File: src/rtl/fetch_decode_unit_if.sv
// rtl/fetch_decode_unit_if.sv - instruction store and execution-unit bus between fetch/decode and the EU
interface fetch_decode_unit_if #(
    parameter int IW = 21
);
    logic [4:0]    instr_addr;
    logic [IW-1:0] instr_data;
    logic [3:0]    flag_in;
    logic [3:0]    opcode;
    logic [4:0]    addr1;
    logic [4:0]    addr2;
    logic [4:0]    addr3;
    logic          eu_en;
    logic          mem_we;

    modport master (
        output instr_addr,
        output opcode,
        output addr1,
        output addr2,
        output addr3,
        output eu_en,
        output mem_we,
        input  instr_data,
        input  flag_in
    );

    modport slave (
        input  instr_addr,
        input  opcode,
        input  addr1,
        input  addr2,
        input  addr3,
        input  eu_en,
        input  mem_we,
        output instr_data,
        output flag_in
    );
endinterface

File: src/rtl/fetch_decode_unit.sv
// rtl/fetch_decode_unit.sv - fetch/decode/sequencer for the 8-bit execution unit
module fetch_decode_unit #(
    parameter int IW     = 21,
    parameter int ZF_BIT = 0
) (
    input  logic                 clk,
    input  logic                 rst,
    input  logic                 start,
    fetch_decode_unit_if.master  bus,
    output logic [4:0]           pc,
    output logic [3:0]           flags_q,
    output logic                 busy,
    output logic                 halted,
    output logic [7:0]           retired
);

    typedef enum logic [2:0] {
        S_IDLE      = 3'd0,
        S_FETCH     = 3'd1,
        S_DECODE    = 3'd2,
        S_EXECUTE   = 3'd3,
        S_WRITEBACK = 3'd4,
        S_HALTED    = 3'd5
    } state_t;

    typedef enum logic [1:0] {
        C_ALU  = 2'b00,
        C_JMP  = 2'b01,
        C_JZ   = 2'b10,
        C_HALT = 2'b11
    } iclass_t;

    state_t        state;
    logic [IW-1:0] ir;
    logic [4:0]    instr_addr_q;
    logic [3:0]    opcode_q;
    logic [4:0]    addr1_q;
    logic [4:0]    addr2_q;
    logic [4:0]    addr3_q;
    logic          eu_en_q;
    logic          mem_we_q;

    logic [1:0]    ir_class;
    logic [3:0]    ir_opcode;
    logic [4:0]    ir_addr1;
    logic [4:0]    ir_addr2;
    logic [4:0]    ir_addr3;
    logic [4:0]    pc_inc;

    assign ir_class  = ir[IW-1 -: 2];
    assign ir_opcode = ir[IW-3 -: 4];
    assign ir_addr1  = ir[14:10];
    assign ir_addr2  = ir[9:5];
    assign ir_addr3  = ir[4:0];
    assign pc_inc    = pc + 5'd1;

    assign bus.instr_addr = instr_addr_q;
    assign bus.opcode     = opcode_q;
    assign bus.addr1      = addr1_q;
    assign bus.addr2      = addr2_q;
    assign bus.addr3      = addr3_q;
    assign bus.eu_en      = eu_en_q;
    assign bus.mem_we     = mem_we_q;

    // instr_addr is written alongside pc everywhere so the store sees it in FETCH
    always_ff @(posedge clk or posedge rst) begin
        if (rst) begin
            state        <= S_IDLE;
            ir           <= '0;
            pc           <= 5'd0;
            instr_addr_q <= 5'd0;
            opcode_q     <= 4'd0;
            addr1_q      <= 5'd0;
            addr2_q      <= 5'd0;
            addr3_q      <= 5'd0;
            flags_q      <= 4'd0;
            retired      <= 8'd0;
            eu_en_q      <= 1'b0;
            mem_we_q     <= 1'b0;
            busy         <= 1'b0;
            halted       <= 1'b0;
        end else begin
            eu_en_q  <= 1'b0;
            mem_we_q <= 1'b0;
            case (state)
                S_IDLE: begin
                    if (start) begin
                        state <= S_FETCH;
                        busy  <= 1'b1;
                    end
                end
                S_FETCH: begin
                    ir    <= bus.instr_data;
                    state <= S_DECODE;
                end
                S_DECODE: begin
                    opcode_q <= ir_opcode;
                    addr1_q  <= ir_addr1;
                    addr2_q  <= ir_addr2;
                    addr3_q  <= ir_addr3;
                    case (ir_class)
                        C_ALU: begin
                            state   <= S_EXECUTE;
                            eu_en_q <= 1'b1;
                        end
                        C_JMP: begin
                            pc           <= ir_addr3;
                            instr_addr_q <= ir_addr3;
                            state        <= S_FETCH;
                        end
                        C_JZ: begin
                            if (flags_q[ZF_BIT]) begin
                                pc           <= ir_addr3;
                                instr_addr_q <= ir_addr3;
                            end else begin
                                pc           <= pc_inc;
                                instr_addr_q <= pc_inc;
                            end
                            state <= S_FETCH;
                        end
                        default: begin
                            state  <= S_HALTED;
                            busy   <= 1'b0;
                            halted <= 1'b1;
                        end
                    endcase
                end
                S_EXECUTE: begin
                    state    <= S_WRITEBACK;
                    mem_we_q <= 1'b1;
                end
                S_WRITEBACK: begin
                    flags_q      <= bus.flag_in;
                    pc           <= pc_inc;
                    instr_addr_q <= pc_inc;
                    if (retired != 8'hFF)
                        retired <= retired + 8'd1;
                    state <= S_FETCH;
                end
                S_HALTED: begin
                    if (start) begin
                        pc           <= 5'd0;
                        instr_addr_q <= 5'd0;
                        retired      <= 8'd0;
                        state        <= S_FETCH;
                        busy         <= 1'b1;
                        halted       <= 1'b0;
                    end
                end
                default: begin
                    state  <= S_IDLE;
                    busy   <= 1'b0;
                    halted <= 1'b0;
                end
            endcase
        end
    end

endmodule
File: src/flat_wrapper.sv
// flat-port wrapper written by rule: the top's interface ports become plain ports
module fetch_decode_unit_flat 
#(
    parameter int IW     = 21,
    parameter int ZF_BIT = 0
)
  (clk, rst, start, pc, flags_q, busy, halted, retired, bus_instr_addr, bus_opcode, bus_addr1, bus_addr2, bus_addr3, bus_eu_en, bus_mem_we, bus_instr_data, bus_flag_in);
  fetch_decode_unit_if #(.IW(IW)) bus_i ();
  input  logic clk;
  input  logic rst;
  input  logic start;
  output logic [4:0] pc;
  output logic [3:0] flags_q;
  output logic busy;
  output logic halted;
  output logic [7:0] retired;
  output wire logic [$bits(bus_i.instr_addr)-1:0] bus_instr_addr;
  output wire logic [$bits(bus_i.opcode)-1:0] bus_opcode;
  output wire logic [$bits(bus_i.addr1)-1:0] bus_addr1;
  output wire logic [$bits(bus_i.addr2)-1:0] bus_addr2;
  output wire logic [$bits(bus_i.addr3)-1:0] bus_addr3;
  output wire logic [$bits(bus_i.eu_en)-1:0] bus_eu_en;
  output wire logic [$bits(bus_i.mem_we)-1:0] bus_mem_we;
  input wire logic [$bits(bus_i.instr_data)-1:0] bus_instr_data;
  input wire logic [$bits(bus_i.flag_in)-1:0] bus_flag_in;
  assign bus_instr_addr = bus_i.instr_addr;
  assign bus_opcode = bus_i.opcode;
  assign bus_addr1 = bus_i.addr1;
  assign bus_addr2 = bus_i.addr2;
  assign bus_addr3 = bus_i.addr3;
  assign bus_eu_en = bus_i.eu_en;
  assign bus_mem_we = bus_i.mem_we;
  assign bus_i.instr_data = bus_instr_data;
  assign bus_i.flag_in = bus_flag_in;
  fetch_decode_unit #(.IW(IW), .ZF_BIT(ZF_BIT)) u_core (.clk(clk), .rst(rst), .start(start), .bus(bus_i), .pc(pc), .flags_q(flags_q), .busy(busy), .halted(halted), .retired(retired));
endmodule
File: config.mk
export PLATFORM = sky130hd
export DESIGN_NAME = fetch_decode_unit_flat
export DESIGN_NICKNAME = d
export VERILOG_FILES = /design/src/rtl/fetch_decode_unit_if.sv /design/src/rtl/fetch_decode_unit.sv /design/src/flat_wrapper.sv
export SDC_FILE = /design/constraint.sdc
export NUM_CORES = 1
export LEC_CHECK = 0
export BUFFER_PORTS_ARGS = -buffer_cell sky130_fd_sc_hd__buf_2
export CAP_MARGIN = 20
export CORE_AREA = 3 3 82 84
export DETAILED_ROUTE_END_ITERATION = 16
export DIE_AREA = 0 0 85 87
export PLACE_DENSITY = 0.75
export RECOVER_POWER = 100
export REMOVE_ABC_BUFFERS = 1
export SYNTH_ARGS = -nofsm -noshare
export SYNTH_HDL_FRONTEND = slang
export SYNTH_SLANG_ARGS = --single-unit
File: constraint.sdc
create_clock -name clk -period 1.9 [get_ports clk]
set_clock_uncertainty 0.2 [all_clocks]
set_input_delay 0.19 -clock clk [delete_from_list [all_inputs] [get_ports clk]]
set_output_delay 0.19 -clock clk [all_outputs]
set_load 0.01 [all_outputs]
# Word level (Yosys, flattened, before mapping)
# Index checks and enable logic that the tools add are counted.
# totals
regBits,64
rom_bits,0
input_bits,28
output_inout_bits,45
latchBits,0
ram_bits,0
memories,0
wordCells,62
# op_classes
n_lt_le_gt_ge,0
shift,0
n_div,0
reduce_logical,13
muxes,19
n_mul,0
n_eq_ne,13
bitwise,2
add_sub_neg,2
# ops
operator,count
$mux 8,2
$pmux 8 s2,1
$pmux 3 s5,1
$pmux 5 s3,1
$reduce_and 3->1,4
$mux 5,2
$pmux 5 s2,1
$add 8x1->8 const B,1
$ne 8x8->1 const B,1
$mux 1,7
$eq 3x2->1 const B,2
$eq 3x3->1 const B,2
$pmux 1 s3,2
$pmux 3 s2,1
$reduce_or 3->1,2
$add 5x1->5 const B,1
$ne 2x1->1 const B,2
$ne 2x2->1 const B,2
$reduce_or 2->1,2
$reduce_or 4->1,1
$eq 3x1->1 const B,1
$logic_not 3->1,1
$mux 3,1
$ne 3x2->1 const B,1
other kinds (6),7

# Logic depth before layout (Yosys ltp)
# depth
ltp_word,4
ltp_mapped,6
mapped_depth_nobuf,5

# Least setup slack after synthesis
# No wires, ideal clock.
# synth_path
kind,register to register
start,reg u_core.retired[0]
end,reg u_core.retired[5]
setup_ns,0.077
t_arrival_ns,1.615
n_path_buf,0
stages_incl_launch_ff,6
path_slack_ns,0.008
required_ns,1.623
path_cell_list,dfrtp_1 > ha_1 > and3b_1 > and2_1 > or4_1 > a21oi_1
# synth_between
elab_chain_cells,3
elab_cells_between_ends,6
classes_between,1 x add/sub; 2 x eq/ne; 2 x mux; 1 x reduce/logical
# synth_rtl
element,line_no,rtl
from (decl),fetch_decode_unit.sv:14,output logic [7:0] retired
from (signal assigned),fetch_decode_unit.sv:137,retired <= retired + 8'd1;
$add 8x1->8 / $ne 8x8->1 (equally long branches),"fetch_decode_unit.sv:137, fetch_decode_unit.sv:136",
$mux 8 / $ne 2x1->1 (equally long branches),-,
$pmux 8 s2 / $reduce_and 3->1 (equally long branches),-,
# Several ways; a longest one is shown, not always the timed one. The select of a mux whose other input is x is not followed.
# A chain may end at the register's enable or synchronous reset.

# Final worst setup path
# layout_path
start,reg u_core.state[1]
end,reg u_core.retired[5]
# layout_between
elab_chain_cells,3
elab_cells_between_ends,7
classes_between,4 x eq/ne; 1 x mux; 2 x reduce/logical
# layout_rtl
element,line_no,rtl
from (decl),fetch_decode_unit.sv:33,state_t state;
from (signal assigned),fetch_decode_unit.sv:68,state <= S_IDLE;
from (signal assigned),fetch_decode_unit.sv:88,state <= S_FETCH;
from (signal assigned),fetch_decode_unit.sv:94,state <= S_DECODE;
$eq 3x3->1,fetch_decode_unit.sv:85,case (state)
"$ne 2x1->1 (no source line), or another cell as far along",-,
$reduce_and 3->1 (no source line),-,
# Several ways; a longest one is shown, not always the timed one.

==> results.yml <==
timing:
  max_freq_mhz: 524
  drv_slew: 0
  layout_setup_ws_ns: -0.00944
  worst_slew_pin_slew_ns: 0.548
  maxSlewHeadroom_pct: 63.5
  setup_viol_count_final: 1
  period_share_pct: 100
  rsz0062_at_grt: "yes"
  fin_crit_ns: 1.91
  hold_viol_final: 0
global_route:
  grt_util_all_layers_pct: 19.6
  antenna_found_initial: 0
  grt_pass1_wl_um: 11200
  grt_max_degree: 41
  grt_pass1_vias: 2380
  overflow: 0
drt:
  antenna_left: 0
  vias: 2304
  drt-vias-per-instance: 5.32
  first_pass_iters: 4
  drt-total-wl_um: 6830
  drt-initial-drc-count: 100
  wl_per_cell_um: 15.8
  drc: 0
pwr:
  power_w: 0.00683
  power_density_nw_per_um2: 1700
  p_leak_nw: 1.91
  vdd_drop_max_uv: 990
finish:
  layout-drive-gt1-share_pct: 48.6
  fin_nets: 383
  syn2layout_area_growth_pct: 41.2
  antennaDiodeCount: 0
placed_design:
  dp_slack_ns: -0.0453
  io_buffers: 72
  gp_congestion: 0.829
  dp_hpwl_um: 4510
clocking:
  clock_sinks: 64
  cts_buffer_depth: 2
  clk_pin_slew_ns: 0.07
  clk_latency_ns: 0.34
  cts_max_level: 3
  cts_tree: "yes"
  cts_made_buffers: 9
  root_buffer: "clkbuf_8"
yosys:
  async_flop_share_pct: 100
  ys_ff_latch: 64
  yosysWarningCount: 0
  yosysTopAreaCellShare_pct: 56.3
  synthesis.area_um2: 2850
  synthCells: 226
  synth-edff-count: 0
  yosysSeqAreaShare_pct: 56.3
  ys.flop_type: "dfrtp_1"
  synth.avg_cell_area_um2: 12.6
  synth_top_area_cell: "dfrtp_1"
  synthDistinctLibCells: 49
  synth_top_cells_by_area: "dfrtp_1, mux2_2, nand2_1"
floorplan:
  io_pins: 73
  die_w_um: 85
  rows: 28
  initial_core_util_pct: 47.5
  core_area_um2: 5990
  die_area_um2: 7400
  dieHeight_um: 87
run_status:
  failed_checks: "negative setup slack"
  outcome: "finished, violations left"
setup_path:
  crit_type: "reg -> reg"
  endpoint_kind: "flop"
  crit_required_ns: 1.98
  cp_max_fo: 6
  cp-start-kind: "flop"
  worstPathArrival_ns: 1.99
job:
  drv_cap: 0
min_path:
  hold_path.class: "in -> async"
[cell type report]
type                            count  area [µm²]
Fill cell                         458        1970
Sequential cell                    64        1600
Multi-Input combinational cell    144        1180
Timing Repair Buffer              130         875
Clock buffer                       10         138
Clock inverter                      6         115
Tap cell                           75        93.8
Inverter                            4        15.0
[critical path, stage by stage, from the launching register on]
cell and delay, ns:
dfrtp_2 0.45, buf_4 0.16, and3b_2 0.28, o2111ai_4 0.16, or4_4 0.44, a21oi_2 0.14
[synthesized netlist by cell type (2+ instances only)]
master	number
nand4_1	2
buf_2	7
nand2b_1	3
a21oi_1	11
dfrtp_1	64
nor3_1	4
a22o_1	6
ha_1	2
buf_4	5
o211ai_1	3
nor2b_1	2
and3b_1	2
nand2_1	17
mux2i_1	2
o21ai_0	6
mux2_2	41
nand3_1	3
or3_1	2
o22ai_1	2
nor2_1	8
and2_1	2
nor3b_1	2
inv_1	4
[layer usage]
layer,part of all wire (%),global-route usage [%]
met4,1.6,6.47
met5,0,0
met1,41,22.6
met3,6.6,6.05
met2,51,34.5
[state kept, by name (all words and copies together), names as in the netlist]
register	count
u_core.bus.eu_en	1
u_core.busy	1
u_core.bus.addr1	5
u_core.pc	5
u_core.halted	1
u_core.ir	21
u_core.flags_q	4
u_core.bus.mem_we	1
u_core.retired	8
u_core.state	3
u_core.bus.opcode	4
u_core.bus.addr3	5
u_core.bus.addr2	5
[placed cells by master, fill, tap and decap left out, types with 8 or more instances in the layout]
| master | count |
|---|---|
| buf_2 | 70 |
| dfrtp_1 | 63 |
| mux2_2 | 41 |
| dlygate4sd3_1 | 27 |
| buf_4 | 27 |
| nand2_1 | 17 |
| clkbuf_8 | 10 |
| a21oi_1 | 9 |
| nor2_1 | 8 |
[power by group]
part           switching [W]  total [W]  internal [W]
registers           0.000442    0.00243       0.00198
logic                0.00130    0.00292       0.00161
clock network       0.000567    0.00148      0.000914
[worst paths after layout]
check                                              start  slack [ns]                       endpoint  cells after the start
setup / recovery             u_core.state[1]$_DFFE_PP0P_      -0.009  u_core.retired[5]$_DFFE_PP0P_                      5
hold / removal                                       rst        0.14      u_core.ir[11]$_DFFE_PP0P_                      3
setup reg to reg             u_core.state[1]$_DFFE_PP0P_      -0.009  u_core.retired[5]$_DFFE_PP0P_                      5
hold reg to reg            u_core.flags_q[3]$_DFFE_PP0N_        0.28  u_core.flags_q[3]$_DFFE_PP0N_                      2
max in group asynchronous                            rst        0.45    u_core.state[1]$_DFFE_PP0P_                      4
min in group clk           u_core.flags_q[3]$_DFFE_PP0N_        0.28  u_core.flags_q[3]$_DFFE_PP0N_                      2
[kinds of logic after synthesis]
| family | after synthesis | synth area share (%) |
|---|---|---|
| xor gates and xnor gates | 1 | 0.308 |
| muxes | 43 | 16.9 |
| buffers and inverters | 18 | 3.60 |
| adders and majority gates | 2 | 0.879 |
| DFF | 64 | 56.3 |
| and+or+nand+nor | 56 | 11.1 |
| AOI/OAI and AO/OA | 42 | 10.9 |
[through the flow]
step                      hold WS [ns]  instance area (µm²)  TNS (ns)  std cells  utilization, %
final                            0.137                 4020  -0.00944        433            67.1
after global routing             0.158                 4020    -0.230        433            67.1
after CTS                       0.0907                 3990         0        431            66.5
after detailed placement       -0.0826                 3450   -0.0713        386            57.5
after global placement         -0.0908                 3450         0        386            57.5
after floorplan                 0.0954                 2760    -29.56        212               -
[timing repair]
| item | 4_1_cts | 5_1_grt |
|---|---|---|
| resized for setup | 2 | 9 |
| setup endpoints to repair | 4 | 9 |
| hold endpoints to repair | 91 | 0 |
| hold buffers | 27 | 0 |
| pin swaps | 1 | 6 |
| buffers inserted | 2 | 3 |
Note: power is estimated with default switching activity, not from simulation.
